**src/rtl/fetch_pkg.sv**
```systemverilog
// Shared types and constants for the dual-wide fetch queue.
// Imported by the queue and by anything that packs fetch entries.
package fetch_pkg;

    typedef struct packed {
        logic [31:0] instr;
        logic [31:0] pc;
    } fetch_entry_t;

    localparam int FQ_DEPTH_DEFAULT = 8;
    localparam int DEQ_MAX          = 2;

endpackage

```
**src/rtl/fetch_queue.sv**
```systemverilog
// Dual-wide show-ahead fetch queue between icache and decode.
// Accepts one instruction pair per cycle and presents the two oldest entries.
module fetch_queue
    import fetch_pkg::*;
#(
    parameter int DEPTH = FQ_DEPTH_DEFAULT,
    parameter int WIDTH = 32
) (
    input  logic                       clk,
    input  logic                       reset,
    input  logic                       in_valid,
    input  logic [WIDTH-1:0]           in_instr_1,
    input  logic [WIDTH-1:0]           in_instr_2,
    input  logic [WIDTH-1:0]           in_pc_1,
    input  logic [WIDTH-1:0]           in_pc_2,
    output logic                       in_ready,
    input  logic                       flush,
    input  logic [1:0]                 deq_count,
    output logic                       out_valid_1,
    output logic                       out_valid_2,
    output logic [WIDTH-1:0]           out_instr_1,
    output logic [WIDTH-1:0]           out_instr_2,
    output logic [WIDTH-1:0]           out_pc_1,
    output logic [WIDTH-1:0]           out_pc_2,
    output logic [$clog2(DEPTH):0]     count
);

    localparam int AW = $clog2(DEPTH);
    localparam int CW = AW + 1;

    logic [WIDTH-1:0] mem_instr [DEPTH];
    logic [WIDTH-1:0] mem_pc    [DEPTH];

    logic [AW-1:0] head;
    logic [AW-1:0] tail;
    logic [AW-1:0] head_nx1;
    logic [AW-1:0] tail_nx1;
    logic          enq;
    logic [1:0]    req;
    logic [CW-1:0] deq;
    logic [CW-1:0] count_nxt;

    // Ready looks only at registered occupancy, never at deq_count.
    assign in_ready = (count <= CW'(DEPTH - 2));
    assign enq      = in_valid & in_ready & ~flush;
    assign head_nx1 = head + AW'(1);
    assign tail_nx1 = tail + AW'(1);

    always_comb begin
        req       = (deq_count > 2'(DEQ_MAX)) ? 2'(DEQ_MAX) : deq_count;
        deq       = (CW'(req) > count) ? count : CW'(req);
        count_nxt = count - deq;
        if (enq) begin
            count_nxt = count_nxt + CW'(2);
        end
    end

    always_ff @(posedge clk or negedge reset) begin
        if (!reset) begin
            head  <= '0;
            tail  <= '0;
            count <= '0;
        end else if (flush) begin
            head  <= '0;
            tail  <= '0;
            count <= '0;
        end else begin
            head  <= head + AW'(deq);
            count <= count_nxt;
            if (enq) begin
                tail <= tail + AW'(2);
            end
        end
    end

    // Storage carries no reset; validity comes from count alone.
    always_ff @(posedge clk) begin
        if (enq) begin
            mem_instr[tail]     <= in_instr_1;
            mem_pc[tail]        <= in_pc_1;
            mem_instr[tail_nx1] <= in_instr_2;
            mem_pc[tail_nx1]    <= in_pc_2;
        end
    end

    always_comb begin
        out_valid_1 = (count >= CW'(1));
        out_valid_2 = (count >= CW'(2));
        out_instr_1 = '0;
        out_pc_1    = '0;
        out_instr_2 = '0;
        out_pc_2    = '0;
        if (out_valid_1) begin
            out_instr_1 = mem_instr[head];
            out_pc_1    = mem_pc[head];
        end
        if (out_valid_2) begin
            out_instr_2 = mem_instr[head_nx1];
            out_pc_2    = mem_pc[head_nx1];
        end
    end

endmodule

```
**config.mk**
```make
export PLATFORM = sky130hd
export DESIGN_NAME = fetch_queue
export DESIGN_NICKNAME = d
export VERILOG_FILES = /design/src/rtl/fetch_pkg.sv /design/src/rtl/fetch_queue.sv
export SDC_FILE = /design/constraint.sdc
export NUM_CORES = 1
export LEC_CHECK = 0
export BUFFER_PORTS_ARGS = -buffer_cell sky130_fd_sc_hd__buf_2
export CAP_MARGIN = 20
export CORE_ASPECT_RATIO = 0.6
export CORE_MARGIN = 5
export CORE_UTILIZATION = 45
export CTS_BUF_LIST = sky130_fd_sc_hd__clkbuf_4 sky130_fd_sc_hd__clkbuf_8
export DETAILED_ROUTE_END_ITERATION = 16
export PLACE_DENSITY = 0.69
export REMOVE_ABC_BUFFERS = 1
export SLEW_MARGIN = 20
export SYNTH_ARGS = -nofsm -noshare
export SYNTH_HDL_FRONTEND = slang
export SYNTH_SLANG_ARGS = --single-unit
```
**constraint.sdc**
```tcl
create_clock -name clk -period 8.3 [get_ports clk]
set_input_delay 0.415 -clock clk [delete_from_list [all_inputs] [get_ports clk]]
set_output_delay 0.415 -clock clk [all_outputs]
set_load 0.1 [all_outputs]
```
**Word-level counts from Yosys, hierarchy flattened**

Memory sizes are Yosys's and may differ from the RTL's.
Cells that the tools add are included.

- Add/subtract/negate cells: 6
- Multipliers: 0
- Divide/modulo/power cells: 0
- Magnitude comparators: 5
- Equality and inequality tests: 0
- Shift-type cells: 0
- Muxes and demuxes: 13
- Bitwise logic cells: 3
- Reductions and logical operators: 1

Operator list:

| operator | count |
|---|---|
| $mux W32 | 4 |
| $mux W4 | 3 |
| $mux W3 | 3 |
| $add A3 B1 Y3 const B | 2 |
| $add A4 B2 Y4 const B | 1 |
| $ge A4 B1 Y1 const B | 1 |
| $ge A4 B2 Y1 const B | 1 |
| $gt A2 B4 Y1 | 1 |
| $le A4 B3 Y1 const B | 1 |
| $sub A4 B4 Y4 | 1 |
| $add A3 B2 Y3 const B | 1 |
| $add A3 B3 Y3 | 1 |
| $and A1 B1 Y1 | 2 |
| $gt A2 B2 Y1 const B | 1 |
| $mux W1 | 2 |
| $mux W2 | 1 |
| $reduce_bool A2 Y1 | 1 |
| $not A1 Y1 | 1 |

- Register bits: 10
- Latch bits: 0
- RAM bits: 512
- Bits in read-only memories: 0
- Input port bits: 134
- Output and inout bits: 135
- Logic and storage cells: 33
- Memories kept: 2

Memories:

| name | words | bits a word | read ports | clocked after Yosys merged registers in | wr ports | line | RTL |
|---|---|---|---|---|---|---|---|
| mem_instr | 8 | 32 | 2 | 0 | 2 | fetch_queue.sv:31 | `logic [WIDTH-1:0] mem_instr [DEPTH];` |
| mem_pc | 8 | 32 | 2 | 0 | 2 | fetch_queue.sv:32 | `logic [WIDTH-1:0] mem_pc [DEPTH];` |

**Longest topological paths before layout**

Gate-level depths: netlist of run 1.

- Word-level depth: 8
- Depth in mapped cells: 12
- Gate-level depth less buffers: 12

**Worst setup path before layout of run 1**

No wires, ideal clock.

- Path kind: reg2reg
- From: register count[2]
- To: memory mem_instr[3][0], enable pin
- Setup time: 0.578 ns
- Arrival: 6.668 ns
- Required time: 7.722 ns
- Path slack: 1.053 ns
- Stages on the path, launching flop included: 5
- Buffers on the path: 1
- Period minus slack after synthesis: 7.247 ns
- Cell sequence: dfrtp_1 > a31oi_4 > nand2_2 > buf_4 > nor3b_1

RTL lines:

| element | line | RTL |
|---|---|---|
| start: declaration | fetch_queue.sv:25 | `output logic [$clog2(DEPTH):0] count` |
| start signal: assignment | fetch_queue.sv:69 | `count <= count_nxt;` |
| end: declaration | fetch_queue.sv:31 |  |

**Worst setup path in the final report of run 1**

- From: register head[0]
- To: output port out_pc_2[7]

- Longest elaborated chain between the ends: 3

RTL lines:

| element | line | RTL |
|---|---|---|
| start: declaration | fetch_queue.sv:34 | `logic [AW-1:0] head;` |
| start signal: assignment | fetch_queue.sv:68 | `head <= head + AW'(deq);` |
| $add A3 B1 Y3 | fetch_queue.sv:46 | `assign head_nx1 = head + AW'(1);` |
| $mem_v2 Z8 W32 | - |  |
| $mux W32 | fetch_queue.sv:97 | `if (out_valid_2) begin` |
| end: declaration | fetch_queue.sv:24 | `output logic [WIDTH-1:0] out_pc_2,` |

No other way between the ends.

==> results of run 1 <==
[synthesized netlist by cell type, types with 3 or more instances]
library cell and count:
inv_1 6, mux2_1 98, nand2_1 3, nor3b_2 3, clkbuf_1 107, nor3b_1 5, a22o_1 128, mux2_2 158
buf_6 10, ha_1 12, xnor2_1 4, nor2b_1 4, a21oi_1 4, edfxtp_1 512, nor2_1 6, dfrtp_1 9
buf_4 8, mux4_2 256, o21ai_0 3, buf_2 51
[worst max-delay path, cell delays in order, from the launching register on]
cell and delay (ps):
dfrtp_4 1030, ha_4 240, xnor2_1 100, nor2_4 800, buf_4 690, a22o_1 280
buf_2 440
[per-layer routing]
layer | vias up | GRT usage, % | wire [um]
met5 | - | 0 | 82
met3 | 113 | 5.379 | 4943
met1 | 8025 | 27.53 | 27440
met4 | 14 | 5.303 | 1356
li1 | 6521 | - | -
met2 | 527 | 34.16 | 32730
[final cells by class]
type                       instances  area (um2)
antenna                            4       10.01
clock buffer                     107        1329
clock inverter                    41       394.1
fill                            4780       28070
inverter                           6       22.52
multi-input combinational        702       10360
sequential                       521       15610
tap                              781       977.2
timing repair buffer             363        2277
[logic make-up (layout without fill, tap and decap cells)]
kind of cell / count (synthesis) / in the layout / synth area share, %
flip-flops: 521 / 521 / 58.33
multiplexers: 513 / 513 / 32.37
buffers and inverters: 184 / 517 / 3.214
AO/OA/AOI/OAI: 139 / 139 / 4.491
AND/OR/NAND/NOR: 31 / 31 / 0.7159
adder cells (fa/ha/maj): 14 / 14 / 0.7111
XOR/XNOR: 5 / 5 / 0.1637
other: 0 / 4 / 0
[stage by stage]
step,setup WS [ps],TNS [ps]
finish,3580,0
global route,3214,0
CTS,3068,0
detailed placement,3808,0
global placement,3886,0
floorplan,-4343,-869690
[state kept, by name, summed over array words and instances (netlist names)]
register / count
mem_pc: 256
head: 3
mem_instr: 256
count: 4
tail: 2
[final timing paths]
| kind | endpoint | start | cells past startpoint | slack [ps] |
|---|---|---|---|---|
| min in group asynchronous | head[2]$_DFF_PN0_ | reset | 2 | 170 |
| worst max register to register | mem_pc[3][2]$_DFFE_PP_ | count[0]$_DFF_PN0_ | 5 | 4830 |
| max in group asynchronous | head[1]$_DFF_PN0_ | reset | 2 | 7900 |
| worst min register to register | tail[2]$_DFFE_PN0N_ | tail[2]$_DFFE_PN0N_ | 2 | 620 |
| worst min-delay path | mem_pc[1][9]$_DFFE_PP_ | in_pc_2[9] | 2 | 80 |
| worst max-delay path | out_pc_2[7] | head[0]$_DFF_PN0_ | 6 | 3580 |
==> results.yml, run 1 <==
run_status:
  outcome: "complete, no violations"
grt:
  antenna_found_initial: 11
  first_global_vias: 16269
  gr-usage-all-layers_pct: 20.58
  grt_max_degree: 138
  grt_overflow: 0
  grt_first_pass_wirelength_mm: 101.1
cts:
  cts.htree.levels: 3
  clock_path_buffers: 3
  clk_pin_slew_ps: 70
  cts_tree: "built"
  post_cts_buffers: 0
  post_cts_resized: 0
  numCtsBuffers: 81
  clk_latency_ps: 660
  cts_sinks: 521
  root_buffer: "clkbuf_8"
  cts_hold_buf: 66
logic_synthesis:
  synth-edff-count: 512
  synth_ff_type: "edfxtp_1"
  ys_ff_latch: 521
  avgSynthCellArea_um2: 19.01
  synth_top_area_share_pct: 57.49
  syn-cell-area_mm2: 0.02674
  ys_seq_area_share_pct: 58.33
  synth.area.top_cells: "edfxtp_1 (57%), mux4_2 (22%), mux2_2 (6.7%)"
  synth_largest_area_cell: "edfxtp_1"
  syn_inst: 1407
  synth_cell_types: 35
  ys.warnings.count: 0
  async_reset_ff_share_pct: 1.727
floorplanning:
  die_width_um: 324.7
  core-area_mm2: 0.05905
  rows: 69
  start_util_pct: 45.29
  dieArea_mm2: 0.06457
  io_pins: 269
  die_h_um: 198.8
sta:
  fin_crit_sh_pct: 56.87
  setup_viol: 0
  holdWs_ps: 77.19
  grt_setup_unrepaired: "no"
  fin_crit_ps: 4720
  clock_skew_ps: 21.58
  fmax_mhz: 211.9
  hold_viol: 0
  tightest_slew_ps: 1044
  slew_viol_final: 0
  max_slew_margin_pct: 30.25
drt:
  routed-via-count: 15200
  via_per_inst: 6.020
  wirelength_mm: 66.55
  first_pass_iters: 5
  ant_nets: 0
  routedWlPerCell_um: 26.36
  drc: 0
  drt_iter0_drc: 1053
setup_path:
  cp.arrival_ps: 4300
  worst_setup_path_end_kind: "primary output"
  required_ps: 7890
  crit_fanout: 59
  worstSetupPathType: "register to primary output"
  start_kind: "register"
finish:
  finalNetCount: 1823
  layout_commonest_cell: "edfxtp_1"
  final_area_mm2: 0.03098
  syn_to_final_growth_pct: 15.85
  drive_gt1_share_pct: 48.97
  fin_util_pct: 52.47
  final_cell_mix: "edfxtp_1 (512), buf_2 (268), mux4_2 (256)"
  instances_no_fill: 2525
hold_path:
  hold_class: "input pin to register"
flow_run:
  drv_cap: 0
placement:
  gp_congestion: 0.7479
  hpwl_mm: 38.52
  dp_cells: 2306
  port_buffers: 268
  place_area_mm2: 0.02856
Power of run 1 is left out: the tool's default activity adds up to more than one toggle a clock period on the data nets, which glitch-free logic cannot reach.
==> inputs of run 2 (changes only) <==
PLACE_DENSITY = 0.71   (was 0.69)
clock period = 3.8 ns   (was 8.3 ns; I/O delays follow)
==> results.yml, run 2 (synthesis gave the netlist of run 1 again) <==
run_status:
  outcome: "complete, no violations"
sta:
  slew_viol_final: 0
  fmax_mhz: 283.6
  clock_skew_ps: 35.67
  tightest_slew_ps: 1004
  hold_viol: 0
  fin_crit_sh_pct: 92.78
  setup_viol: 0
  max_slew_margin_pct: 33.08
  grt_setup_unrepaired: "no"
  fin_crit_ps: 3526
setup_path:
  required_ps: 3610
  slowest_delay_ps: 810
  critPathBufInv: 3
  r2r_slack_ps: 410
  worstSetupPathType: "register to primary output"
  r2r_start: "count[1]$_DFF_PN0_"
  rr_worst_depth: 12
  worst_setup_path_end_kind: "primary output"
  cp.arrival_ps: 3340
  crit_fanout: 55
  crit_chain: "nor3_1, buf_4, nand2_1, and2_4, buf_4, a22o_1, buf_2"
  critPathMostFrequentCell: "buf_4"
  start_kind: "register"
  crit_path_top_delay_cell: "and2_4"
  crit_family: "simple AND/OR/NAND/NOR gates"
  reg2reg_to: "count[3]$_DFF_PN0_"
grt:
  use_met2_pct: 34.57
  top_usage_layer: "met2"
  grtUsageMet1_pct: 28.21
  grt_util_met3_pct: 4.473
  grt_first_pass_wirelength_mm: 102.6
  first_global_vias: 16786
  antenna_found_initial: 8
  grt_overflow: 0
  gr-usage-all-layers_pct: 20.61
  grt_max_degree: 96
cts:
  root_buffer: "clkbuf_8"
  numCtsBuffers: 81
  clk_pin_slew_ps: 60
  clk_latency_ps: 660
  cts.htree.levels: 3
  cts_tree: "built"
  clock_path_buffers: 3
  cts_sinks: 521
  post_cts_resized: 0
floorplanning:
  io_pins: 269
  die_width_um: 324.7
  dieArea_mm2: 0.06457
  rows: 69
  die_h_um: 198.8
  core-area_mm2: 0.05905
  start_util_pct: 45.29
drt:
  wirelength_mm: 66.88
  drc: 0
  first_pass_iters: 5
  via_per_inst: 6.021
  routed-via-count: 15613
  drt_iter0_drc: 1257
  ant_nets: 0
  routedWlPerCell_um: 25.79
hold_path:
  hold_class: "input pin to register"
  holdPathEnd: "count[0]$_DFF_PN0_"
  whs_path_depth: 5
  worstHoldStart: "deq_count[0]"
finish:
  instances_no_fill: 2593
  final_cell_mix: "edfxtp_1 (512), buf_2 (268), mux4_2 (256)"
  drive_gt1_share_pct: 47.48
  syn_to_final_growth_pct: 18.61
  layout_commonest_cell: "edfxtp_1"
  reg_top3: "mem_instr x256, mem_pc x256, count x4"
  finalNetCount: 1899
placement:
  port_buffers: 268
  hpwl_mm: 39.16
  gp_congestion: 0.7841
  dp_cells: 2316
flow_run:
  drv_cap: 0
[run 2: cell count changes in the layout (fill, tap and decap cells not counted), sizes merged]
cell / previous run / this run
dlygate4sd3: 66 / 133
bufinv: 8 / 4
clkinv: 29 / 26
diode: 4 / 5
inv: 9 / 8
buf: 297 / 306
clkinvlp: 1 / 0
[run 2: layer usage]
layer | share of wire, % | wire length, um | up-vias
li1 | - | - | 6671
met1 | 42 | 28220 | 8222
met2 | 49 | 32960 | 622
met3 | 6.9 | 4606 | 94
met4 | 1.6 | 1082 | 4
met5 | 0.031 | 21 | -
[run 2: worst register-to-register path, delay by kind of cell (launching register included)]
family	cells	cell delay, ps
compound gates	2	580
fa+ha+maj	4	1190
buf+inv	2	230
flops	1	470
mux	1	350
simple gates	3	530
[run 2: metrics by stage]
| step | hold WS (ps) | setup slack (ps) | setup TNS, ps | util, % | cell area, um2 |
|---|---|---|---|---|---|
| 2_1_floorplan | -105.6 | -8843 | -4378150 | - | 25910 |
| 5_1_grt | 168.4 | 74.40 | 0 | 53.72 | 31720 |
| 3_5_place_dp | 59.90 | 436.2 | 0 | 48.77 | 28800 |
| 6_report | 196.5 | 274.3 | 0 | 53.72 | 31720 |
| 4_1_cts | 129.6 | 201.5 | 0 | 53.70 | 31710 |
| 3_3_place_gp | 56.12 | 667.9 | 0 | 48.77 | 28800 |
[run 2: worst max-delay path by stage]
stage,startpoint,to,cells after the start
final,count[2]$_DFF_PN0_,out_pc_1[4],7
after global placement,count[1]$_DFF_PN0_,count[3]$_DFF_PN0_,12
after CTS,count[2]$_DFF_PN0_,out_pc_1[4],7
after global routing,head[0]$_DFF_PN0_,out_pc_2[5],5
after floorplan,count[2]$_DFF_PN0_,mem_instr[3][0]$_DFFE_PP_,4
after detailed placement,count[1]$_DFF_PN0_,count[3]$_DFF_PN0_,12
[run 2: layout make-up]
| class | count | area, um2 |
|---|---|---|
| fill | 4663 | 27330 |
| antenna | 5 | 12.51 |
| clock buffer | 107 | 1310 |
| sequential | 521 | 15610 |
| timing repair buffer | 439 | 3158 |
| inverter | 6 | 22.52 |
| clock inverter | 32 | 267.8 |
| multi-input combinational | 702 | 10360 |
| tap | 781 | 977.2 |
[run 2: timing repair]
action | CTS | global route
buffers inserted | 0 | 0
hold buffers | 133 | 0
hold endpoints to repair | 530 | 0
Power of run 2 is left out for the same reason.
==> inputs of run 3 (changes only) <==
--- a/config.mk
+++ b/config.mk
@@ -13,4 +13,5 @@
 export CTS_BUF_LIST = sky130_fd_sc_hd__clkbuf_4 sky130_fd_sc_hd__clkbuf_8
 export DETAILED_ROUTE_END_ITERATION = 16
+export MAX_ROUTING_LAYER = met4
 export PLACE_DENSITY = 0.71
 export REMOVE_ABC_BUFFERS = 1
==> constraint.sdc (replaced) <==
create_clock -name clk -period 3.8 [get_ports clk]
set_input_delay 0.38 -clock clk [delete_from_list [all_inputs] [get_ports clk]]
set_output_delay 0.38 -clock clk [all_outputs]
set_load 0.1 [all_outputs]
==> results.yml, run 3 (synthesis gave the netlist of run 1 again) <==
run_status:
  outcome: "complete, no violations"
setup_path:
  worst_setup_path_end_kind: "primary output"
  worstSetupPathType: "register to primary output"
  crit_family: "buffers and inverters"
  r2r_start: "count[1]$_DFF_PN0_"
  rr_worst_depth: 12
  cp.arrival_ps: 3200
  start_kind: "register"
  cp-startpoint: "head[1]$_DFF_PN0_"
  critPathBufInv: 3
  r2r_slack_ps: 520
  crit_chain: "buf_16, buf_4, mux4_2, a22o_1, buf_2"
  slowest_delay_ps: 570
  required_ps: 3420
  crit_fanout: 48
  crit_path_top_delay_cell: "mux4_2"
  reg2reg_to: "count[3]$_DFF_PN0_"
finish:
  finalNetCount: 1835
  syn_to_final_growth_pct: 16.28
  layout_commonest_cell: "edfxtp_1"
  final_cell_mix: "edfxtp_1 (512), buf_2 (267), mux4_2 (256)"
  drive_gt1_share_pct: 49.28
  reg_top3: "mem_instr x256, mem_pc x256, count x4"
  fill_cells: 4689
floorplanning:
  dieArea_mm2: 0.06457
  die_h_um: 198.8
  core-area_mm2: 0.05905
  rows: 69
  start_util_pct: 45.29
  die_width_um: 324.7
  io_pins: 269
cts:
  clk_pin_slew_ps: 70
  clk_latency_ps: 650
  clock_path_buffers: 3
  cts_tree: "built"
  cts_sinks: 521
  numCtsBuffers: 81
  post_cts_buffers: 0
  cts.htree.levels: 3
  root_buffer: "clkbuf_8"
drt:
  via_per_inst: 6.043
  drc: 0
  routed-via-count: 15343
  first_pass_iters: 5
  ant_nets: 0
  wirelength_mm: 68.77
  drt_iter0_drc: 1280
  routedWlPerCell_um: 27.09
hold_path:
  worstHoldStart: "in_instr_2[9]"
  hold_class: "input pin to register"
  whs_path_depth: 2
  holdPathEnd: "mem_instr[5][9]$_DFFE_PP_"
sta:
  fin_crit_ps: 3575
  finalSetupTns_ps: 0
  clock_skew_ps: 17.80
  fmax_mhz: 279.7
  grt_setup_unrepaired: "no"
  fin_crit_sh_pct: 94.09
  hold_viol: 0
  tightest_slew_ps: 998.1
  slew_viol_final: 0
  max_slew_margin_pct: 33.46
  setup_viol: 0
grt:
  first_global_vias: 16658
  top_usage_layer: "met2"
  grt_first_pass_wirelength_mm: 104.3
  grt_max_degree: 137
  grt_util_met3_pct: 4.692
  grt_overflow: 0
  use_met2_pct: 35.48
  grtUsageMet1_pct: 28.96
  gr-usage-all-layers_pct: 21.89
  antenna_found_initial: 10
placement:
  hpwl_mm: 38.43
  gp_congestion: 0.7639
  port_buffers: 268
flow_run:
  drv_cap: 0
run 3: routing by layer:
| metal | vias up | part of all wire (%) |
|---|---|---|
| met3 | 95 | 7.4 |
| met2 | 607 | 49 |
| met4 | 0 | 1.6 |
| met5 | - | 0 |
| li1 | 6566 | - |
| met1 | 8075 | 42 |
run 3: how the worst max path moves through the flow:
stage	slack (ps)	cells past startpoint	end
after global routing	20	5	out_pc_1[22]
after detailed placement	540	5	out_pc_1[22]
after CTS	90	5	out_pc_1[22]
final	220	5	out_pc_1[22]
after global placement	560	5	out_pc_1[24]
after floorplan	-8840	4	mem_instr[3][0]$_DFFE_PP_
run 3: metrics by stage:
stage	cell area, um2	util [%]	instances	hold WS (ps)	setup WS (ps)
after floorplan	25910	-	1229	84.41	-8843
after global placement	28820	48.81	2314	250.3	564.5
after detailed placement	28820	48.81	2314	246.6	544.9
after CTS	31070	52.61	2528	0.3422	89.52
after global routing	31090	52.66	2538	25.37	23.56
final	31100	52.66	2539	67.85	224.6
run 3: timing repair:
item	in CTS	in global routing
gates resized for setup	3	0
setup endpoints to repair	54	0
hold buffers	69	0
endpoints found under the hold margin	269	0
run 3: layout make-up:
class	instances	area [um2]	area share, %
Clock inverter	35	168.9	0.5432
Sequential cell	521	15610	50.19
Inverter	6	22.52	0.07242
Timing Repair Buffer	374	2582	8.305
Clock buffer	108	1330	4.277
Tap cell	781	977.2	3.142
Multi-Input combinational cell	703	10380	33.38
Antenna cell	11	27.53	0.08852
Power of run 3 is left out for the same reason.
